`src/rtl/counter_pkg.sv`:
```
// Shared constants and helpers for the counters/dividers library.
package counter_pkg;

    localparam int unsigned CNT_WIDTH       = 8;
    localparam int unsigned CNT_DEFAULT_DIV = 6;

    // Threshold at or above which div_out is high: floor(period / 2).
    function automatic int unsigned half(input int unsigned period);
        return period >> 1;
    endfunction

endpackage

```
`src/rtl/down_count_core.sv`:
```
// Period and count registers with load/reload priority for the modulo-N down-counter.
module down_count_core
    import counter_pkg::*;
#(
    parameter int unsigned WIDTH       = CNT_WIDTH,
    parameter int unsigned DEFAULT_DIV = CNT_DEFAULT_DIV
) (
    input  logic             i_clk,
    input  logic             i_rst_n,
    input  logic             i_en,
    input  logic             i_load,
    input  logic [WIDTH-1:0] i_load_val,
    output logic [WIDTH-1:0] o_count,
    output logic [WIDTH-1:0] o_count_next,
    output logic [WIDTH-1:0] o_period_next,
    output logic             o_reload,
    output logic             o_load_err
);

    localparam logic [WIDTH-1:0] ONE = WIDTH'(1);

    logic [WIDTH-1:0] r_period;
    logic [WIDTH-1:0] r_count;
    logic             r_load_err;

    logic [WIDTH-1:0] w_period_next;
    logic [WIDTH-1:0] w_count_next;
    logic             w_reload;
    logic             w_load_err;

    // Load always beats counting; a zero load is rejected and freezes the count for that edge.
    always_comb begin
        w_period_next = r_period;
        w_count_next  = r_count;
        w_reload      = 1'b0;
        w_load_err    = 1'b0;
        if (i_load) begin
            if (i_load_val != '0) begin
                w_period_next = i_load_val;
                w_count_next  = i_load_val - ONE;
            end else begin
                w_load_err = 1'b1;
            end
        end else if (i_en) begin
            if (r_count == '0) begin
                w_count_next = r_period - ONE;
                w_reload     = 1'b1;
            end else begin
                w_count_next = r_count - ONE;
            end
        end
    end

    always_ff @(posedge i_clk) begin
        if (!i_rst_n) begin
            r_period   <= WIDTH'(DEFAULT_DIV);
            r_count    <= WIDTH'(DEFAULT_DIV - 1);
            r_load_err <= 1'b0;
        end else begin
            r_period   <= w_period_next;
            r_count    <= w_count_next;
            r_load_err <= w_load_err;
        end
    end

    assign o_count       = r_count;
    assign o_count_next  = w_count_next;
    assign o_period_next = w_period_next;
    assign o_reload      = w_reload;
    assign o_load_err    = r_load_err;

endmodule

```
`src/rtl/sync_down_divider.sv`:
```
// Loadable modulo-N down-counter with registered terminal-count pulse and divided output.
module sync_down_divider
    import counter_pkg::*;
#(
    parameter int unsigned WIDTH       = CNT_WIDTH,
    parameter int unsigned DEFAULT_DIV = CNT_DEFAULT_DIV
) (
    input  logic             i_clk,
    input  logic             i_rst_n,
    input  logic             i_en,
    input  logic             i_load,
    input  logic [WIDTH-1:0] i_load_val,
    output logic [WIDTH-1:0] o_count,
    output logic             o_tc,
    output logic             o_div_out,
    output logic             o_load_err
);

    localparam logic DIV_RST = ((DEFAULT_DIV - 1) >= half(DEFAULT_DIV));

    logic [WIDTH-1:0] w_count_next;
    logic [WIDTH-1:0] w_period_next;
    logic             w_reload;
    logic             r_tc;
    logic             r_div_out;

    down_count_core #(
        .WIDTH       (WIDTH),
        .DEFAULT_DIV (DEFAULT_DIV)
    ) u_core (
        .i_clk         (i_clk),
        .i_rst_n       (i_rst_n),
        .i_en          (i_en),
        .i_load        (i_load),
        .i_load_val    (i_load_val),
        .o_count       (o_count),
        .o_count_next  (w_count_next),
        .o_period_next (w_period_next),
        .o_reload      (w_reload),
        .o_load_err    (o_load_err)
    );

    // div_out tracks the post-edge count/period so it stays aligned with o_count.
    always_ff @(posedge i_clk) begin
        if (!i_rst_n) begin
            r_tc      <= 1'b0;
            r_div_out <= DIV_RST;
        end else begin
            r_tc      <= w_reload;
            r_div_out <= (32'(w_count_next) >= half(32'(w_period_next)));
        end
    end

    assign o_tc      = r_tc;
    assign o_div_out = r_div_out;

endmodule

```
`config.mk`:
```
export PLATFORM = sky130hd
export DESIGN_NAME = sync_down_divider
export DESIGN_NICKNAME = d
export VERILOG_FILES = /design/src/rtl/counter_pkg.sv /design/src/rtl/down_count_core.sv /design/src/rtl/sync_down_divider.sv
export SDC_FILE = /design/constraint.sdc
export NUM_CORES = 1
export LEC_CHECK = 0
export ABC_AREA = 0
export BUFFER_PORTS_ARGS = -buffer_cell sky130_fd_sc_hd__buf_4
export CORE_ASPECT_RATIO = 0.7
export CORE_MARGIN = 1
export CORE_UTILIZATION = 30
export CTS_BUF_LIST = sky130_fd_sc_hd__clkbuf_16
export DETAILED_ROUTE_END_ITERATION = 8
export PLACE_DENSITY = 0.55
export SYNTH_ARGS = -nofsm -noshare
export SYNTH_HDL_FRONTEND = slang
export SYNTH_SLANG_ARGS = --single-unit
```
`constraint.sdc`:
```
create_clock -name i_clk -period 4.8 [get_ports i_clk]
set_input_delay 1.44 -clock i_clk [delete_from_list [all_inputs] [get_ports i_clk]]
set_output_delay 1.44 -clock i_clk [all_outputs]
set_load 0.1 [all_outputs]
```
==> reports/qor.csv, run 1 <==
stage;metric;value;unit
routing;via_count;1392;
cts;cts_setup_buffers;0;
place;port_buffers;22;
timing;layout_min_cycle_time;4000;ps
floorplan;io_pins;23;
min_path;hold_depth;2;
setup_path;r2r_end;o_div_out;
timing;tightest_slew;593;ps
floorplan;core;4380;um^2
grt;grt_pass1_vias;1297;
layout;fin_cells;249;
setup_path;crit_arrival;4120;ps
routing;drc;0;
floorplan;dieArea;4860;um^2
setup_path;worst-path-max-fanout;8;
timing;max_freq;250;MHz
synthesis;yosys-top-cells-area;dfxtp_1 (28%), ha_1 (8.2%), nor2_1 (5.5%);
outcome;status;completed;
synthesis;synth_top_area_share;27.7;%
cts;cts_buffers;3;
power_and_ir_drop;total_power;510;uW
timing;fin_skew;2.95;ps
timing;min_period_over_period;83.3;%
cts;cts_root_buf;clkbuf_16;
setup_path;worstSetupPathType;in2reg;
min_path;min_to;u_core.r_period[0];
cts;cts_tree;done;
synthesis;ys_warn_count;0;
grt;grt_usage;17.6;%
synthesis;synth-seq-cells;19;
synthesis;ys.flop_type;dfxtp_1;
floorplan;die_y;58.6;um
place;dp_hpwl;3130;um
layout;area_delta_synth_final;21.7;%
cts;cts_resized;0;
setup_path;required;4920;ps
synthesis;synthTopCellsByCount;nor2_1 (20), dfxtp_1 (19), nand2_1 (13);
synthesis;synth_edf_count;0;
setup_path;cp_cell_sequence;buf_4 -> inv_1 -> ha_1 -> or4b_1 -> o21ai_1 -> buf_4 -> a22oi_1 -> ha_1 -> a21o_1 -> a21oi_1 -> o21a_1 -> o2111ai_1;
place;pre_cts_ws;520;ps
timing;hold_violations;0;
synthesis;netlist_area;1380;um^2
routing;dr.first_iter.drc_count;113;
routing;wl_per_cell;15.8;um
timing;fin_ws;800;ps
routing;drt_first_pass_iters;4;
power_and_ir_drop;vdd_ir_drop_max;0.000183;V
floorplan;die_w;82.9;um
synthesis;synth_fp_nets;194;
grt;grt_pass1_wl;6670;um
timing;setup_viol;0;
cts;cts_buffer_depth;2;
place;placed_cells;245;
timing;grt_setup_unrepaired;false;
synthesis;yosysSeqAreaShare;27.7;%
grt;grt_max_degree;13;
min_path;hold_path.startpoint;u_core.r_period[0];
cts;clk_pin_slew_worst_paths;60;ps
min_path;hold_class;reg2reg;
setup_path;regToRegSetupSlack;1430;ps
synthesis;synthCells;173;
layout;final_core_util;38.2;%
synthesis;yosysMostFrequentCell;nor2_1;
job;cap_violations;0;
timing;slew_viol_final;0;
place;gp_congestion;0.927;
floorplan;start_util;31.4;%
setup_path;critPathCaptureType;register;
setup_path;reg2reg_depth;12;
cts;holdBufCountCts;0;
timing;slew_headroom;60.2;%
cts;clk_latency;250;ps
cts;cts_sinks;19;
setup_path;timing.rr.start;u_core.o_count[7];
layout;layout-drive-gt1-share;18.0;%
grt;overflow;0;
floorplan;num_rows;20;
setup_path;cp_slowest_cell;or4b_1;
synthesis;synth_area_leader_cell;dfxtp_1;
routing;drt-total-wl;3940;um
routing;detail_route.vias_per_cell;5.59;
synthesis;async_flop_share;0;%
setup_path;start_kind;input port;
power_and_ir_drop;p_leak;0.000678;uW
grt;antenna_found_initial;0;
routing;postRouteAntennaNets;0;
power_and_ir_drop;power_density;305;nW/um^2
layout;n_antenna_cell;0;
cts;cts_max_level;1;
synthesis;ys_types;49;
timing;setup-tns-final;0;ps
layout;final_nets;216;
synthesis;avgSynthCellArea;7.95;um^2
setup_path;crit_path_max_incr_delay;520;ps
## kinds of logic after synthesis
logic type	share of synthesized area, %
buf+inv	5.10
compound gates	23.6
fa+ha+maj	8.19
flops	27.7
simple gates	29.3
xor+xnor	2.55
mux	3.64
## critical path: cells and delay by family
family / cells / cell delay [ps]
buffers and inverters: 3 / 430
adders and majority gates: 2 / 560
AOI/OAI and AO/OA: 6 / 1170
and+or+nand+nor: 1 / 520
## where the power goes
group	switching, uW	internal (uW)
logic	99.7	51.1
registers	17.3	168
clock network	63.6	111
## layer usage
metal,vias up,GRT usage [%],wire [um]
met3,2,4.21,363
met1,634,27.5,2090
met5,-,0,0
li1,698,-,-
met4,0,3.69,9
met2,58,24.0,1480
## registers in the layout, summed over array words and instances, names as in the netlist
signal             count
o_div_out              1
o_tc                   1
u_core.o_load_err      1
u_core.o_count         8
u_core.r_period        8
## worst max-delay path by stage
stage / slack, ps / startpoint / depth (start not counted) / end
after detailed placement: 520 / i_load_val[1] / 13 / o_div_out
final: 800 / i_load_val[0] / 12 / o_div_out
after floorplan: 1000 / i_load_val[1] / 13 / o_div_out
after global routing: 510 / i_load_val[1] / 13 / o_div_out
after CTS: 800 / i_load_val[1] / 13 / o_div_out
after global placement: 580 / i_load_val[0] / 13 / o_div_out
## layout by cell type, fill, tap and decap left out, types with 3 or more instances in the layout
cell type	instances
a21oi_1	9
a41oi_1	3
and2_1	3
buf_4	24
clkbuf_16	3
dfxtp_1	19
ha_1	9
inv_1	12
mux2i_1	5
nand2_1	13
nand3_1	3
nor2_1	20
nor3_1	8
nor4_1	5
o21ai_0	6
or3_1	3
xor2_1	3
## layout make-up
type	count	area, um^2
inverter	11	41.3
tap	55	68.8
multi-input combinational	136	925
clock buffer	3	75.1
clock inverter	1	3.75
fill	467	2710
sequential	19	380
timing repair buffer	24	180
## through the flow
step                hold slack [ps]  instance area [um^2]
detailed placement              482                  1600
global route                    533                  1670
CTS                             491                  1670
finish                          493                  1670
global placement                487                  1600
floorplan                       450                  1380
Note: power is estimated with default switching activity, not from simulation.
==> inputs of run 2 (changes only) <==
==> constraint.sdc (replaced) <==
create_clock -name i_clk -period 4 [get_ports i_clk]
set_input_delay 1.2 -clock i_clk [delete_from_list [all_inputs] [get_ports i_clk]]
set_output_delay 1.2 -clock i_clk [all_outputs]
set_load 0.1 [all_outputs]
==> run 2 against run 1 <==
Against the previous run: cell count increased by 1.6%; clock power rose by 21%; via count is 0.14% higher; register-to-register slack got worse by 740 ps; flip-flop and latch count is the same; sequential power is 19% higher; design area grew 1.8%; clock skew fell by 1.5 ps; die area is the same; routed wire length increased by 4.6%; combinational power rose by 23%; non-clock buffer count rose by 4; largest power group unchanged.
==> reports/qor.csv, run 2 (synthesis gave the netlist of run 1 again) <==
stage;metric;value;unit;change
floorplan;die_w;82.9;um;unchanged
cts;holdBufCountCts;0;;unchanged
grt;overflow;0;;unchanged
timing;setup_viol;0;;unchanged
layout;n_antenna_cell;0;;unchanged
timing;slew_headroom;57.0;%;was 60.2%
place;placed_cells;249;;was 245
timing;setup-tns-final;0;ps;unchanged
cts;clk_pin_slew_worst_paths;60;ps;about the same
routing;via_count;1394;;was 1392
timing;fin_skew;1.40;ps;was 2.95 ps
floorplan;core;4380;um^2;unchanged
place;gp_congestion;0.832;;was 0.927
grt;grt_pass1_wl;6830;um;was 6670 um
timing;slew_viol_final;0;;unchanged
floorplan;dieArea;4860;um^2;unchanged
floorplan;num_rows;20;;unchanged
setup_path;start_kind;input port;;unchanged
floorplan;start_util;31.4;%;unchanged
cts;cts_resized;0;;unchanged
cts;cts_sinks;19;;unchanged
grt;antenna_found_initial;0;;unchanged
grt;grt_usage;18.0;%;was 17.6%
setup_path;crit_arrival;3770;ps;was 4120 ps
setup_path;reg2reg_depth;12;;unchanged
power_and_ir_drop;vdd_ir_drop_max;0.000178;V;was 0.000183 V
job;cap_violations;0;;unchanged
setup_path;path_buf_inv;3;;unchanged
outcome;status;completed;;unchanged
layout;layout-drive-gt1-share;19.7;%;was 18.0%
cts;cts_tree;done;;unchanged
cts;cts_root_buf;clkbuf_16;;unchanged
cts;cts_buffers;3;;unchanged
setup_path;crit_path_max_incr_delay;530;ps;was 520 ps
setup_path;cp_cell_sequence;buf_4 -> inv_1 -> ha_1 -> or4b_1 -> o21ai_1 -> buf_4 -> nand2_1 -> o211ai_1 -> ha_1 -> nand2b_1 -> a21o_1 -> a21oi_1 -> o21a_1 -> o2111ai_1;;was buf_4 -> inv_1 -> ha_1 -> or4b_1 -> o21ai_1 -> buf_4 -> a22oi_1 -> ha_1 -> a21o_1 -> a21oi_1 -> o21a_1 -> o2111ai_1
setup_path;cp_slowest_cell;or4b_1;;unchanged
setup_path;r2r_end;o_div_out;;unchanged
timing;hold_violations;0;;unchanged
cts;cts_buffer_depth;2;;unchanged
routing;wl_per_cell;16.3;um;was 15.8 um
setup_path;path_delay_family;compound AO/OA/AOI/OAI gates;;unchanged
power_and_ir_drop;total_power;618;uW;was 510 uW
timing;grt_setup_unrepaired;false;;unchanged
timing;layout_min_cycle_time;3660;ps;
cts;cts_setup_buffers;0;;unchanged
cts;clk_latency;250;ps;about the same
min_path;hold_path.startpoint;u_core.r_period[0];;unchanged
setup_path;worst-path-max-fanout;8;;unchanged
place;port_buffers;22;;unchanged
place;dp_hpwl;3100;um;was 3130 um
cts;cts_max_level;1;;unchanged
setup_path;required;4120;ps;was 4920 ps
routing;postRouteAntennaNets;0;;unchanged
layout;final_nets;220;;was 216
power_and_ir_drop;p_leak;0.000699;uW;was 0.000678 uW
setup_path;worstSetupPathType;in2reg;;unchanged
layout;final_common_cell;buf_4;;unchanged
min_path;hold_depth;2;;unchanged
layout;area_delta_synth_final;23.9;%;was 21.7%
layout;n_fill_cell;456;;was 467
floorplan;die_y;58.6;um;unchanged
routing;drt-total-wl;4120;um;was 3940 um
timing;tightest_slew;639;ps;was 593 ps
setup_path;regToRegSetupSlack;690;ps;was 1430 ps
routing;detail_route.vias_per_cell;5.51;;was 5.59
routing;dr.first_iter.drc_count;165;;was 113
grt;grt_max_degree;13;;unchanged
floorplan;io_pins;23;;unchanged
layout;fin_cells;253;;was 249
grt;grt_pass1_vias;1279;;was 1297
power_and_ir_drop;power_density;363;nW/um^2;was 305 nW/um^2
routing;drt_first_pass_iters;4;;unchanged
min_path;hold_class;reg2reg;;unchanged
layout;layout_common_cells;buf_4 (28), nor2_1 (20), dfxtp_1 (19), nand2_1 (13), inv_1 (12);;was buf_4 (24), nor2_1 (20), dfxtp_1 (19), nand2_1 (13), inv_1 (12)
min_path;min_to;u_core.r_period[0];;unchanged
timing;hold_ws;510;ps;was 493 ps
setup_path;timing.rr.start;u_core.o_count[6];;was u_core.o_count[7]
routing;drc;0;;unchanged
timing;min_period_over_period;91.4;%;
timing;max_freq;274;MHz;
setup_path;critPathCaptureType;register;;unchanged
## run 2: final cells by class
cell class / count / area [um^2] / area share, %
Clock inverter: 1 / 3.75 / 0.220
Tap cell: 55 / 68.8 / 4.04
Clock buffer: 3 / 75.1 / 4.41
Multi-Input combinational cell: 136 / 925 / 54.3
Sequential cell: 19 / 380 / 22.3
Timing Repair Buffer: 28 / 210 / 12.3
Inverter: 11 / 41.3 / 2.42
## run 2: worst max-delay path by stage
| stage | start | to | cells past startpoint |
|---|---|---|---|
| 3_5_place_dp | i_load_val[1] | o_div_out | 14 |
| 6_report | i_load_val[1] | o_div_out | 14 |
| 3_3_place_gp | i_load_val[0] | o_div_out | 14 |
| 4_1_cts | i_load_val[1] | o_div_out | 14 |
| 5_1_grt | i_load_val[0] | o_div_out | 14 |
| 2_1_floorplan | i_load_val[1] | o_div_out | 13 |
## run 2: metal layers
layer / wire (um) / share of wire, % / GRT usage, %
met3: 244 / 5.9 / 3.37
met4: 20 / 0.49 / 3.94
met2: 1530 / 37 / 24.0
met1: 2330 / 56 / 28.9
met5: 0 / 0 / 0
## run 2: per-stage QoR
| step | util [%] | setup WS [ps] | instance area, um^2 |
|---|---|---|---|
| 3_5_place_dp | 37.1 | 95.5 | 1630 |
| 2_1_floorplan | - | 443 | 1380 |
| 4_1_cts | 38.9 | 349 | 1700 |
| 5_1_grt | 38.9 | 189 | 1700 |
| 6_report | 38.9 | 344 | 1700 |
| 3_3_place_gp | 37.1 | 118 | 1630 |
## run 2: worst register-to-register path, cell delays in order, from the launching register on
cell       delay, ps
dfxtp_1          420
or4_4            610
nor3_4           270
a21oi_1          140
ha_1             220
nor4bb_1         160
o32a_1           190
a32oi_1          280
ha_1             300
a21o_1           180
a21oi_1          170
o21a_1           140
o2111ai_1        100
## run 2: power by group
group,total (uW),switching (uW),leakage (uW),internal [uW]
logic,185,122,0.000500,63.4
clock network,212,78.6,0.0000423,133
registers,221,19.8,0.000157,201
total,618,220,0.000699,398
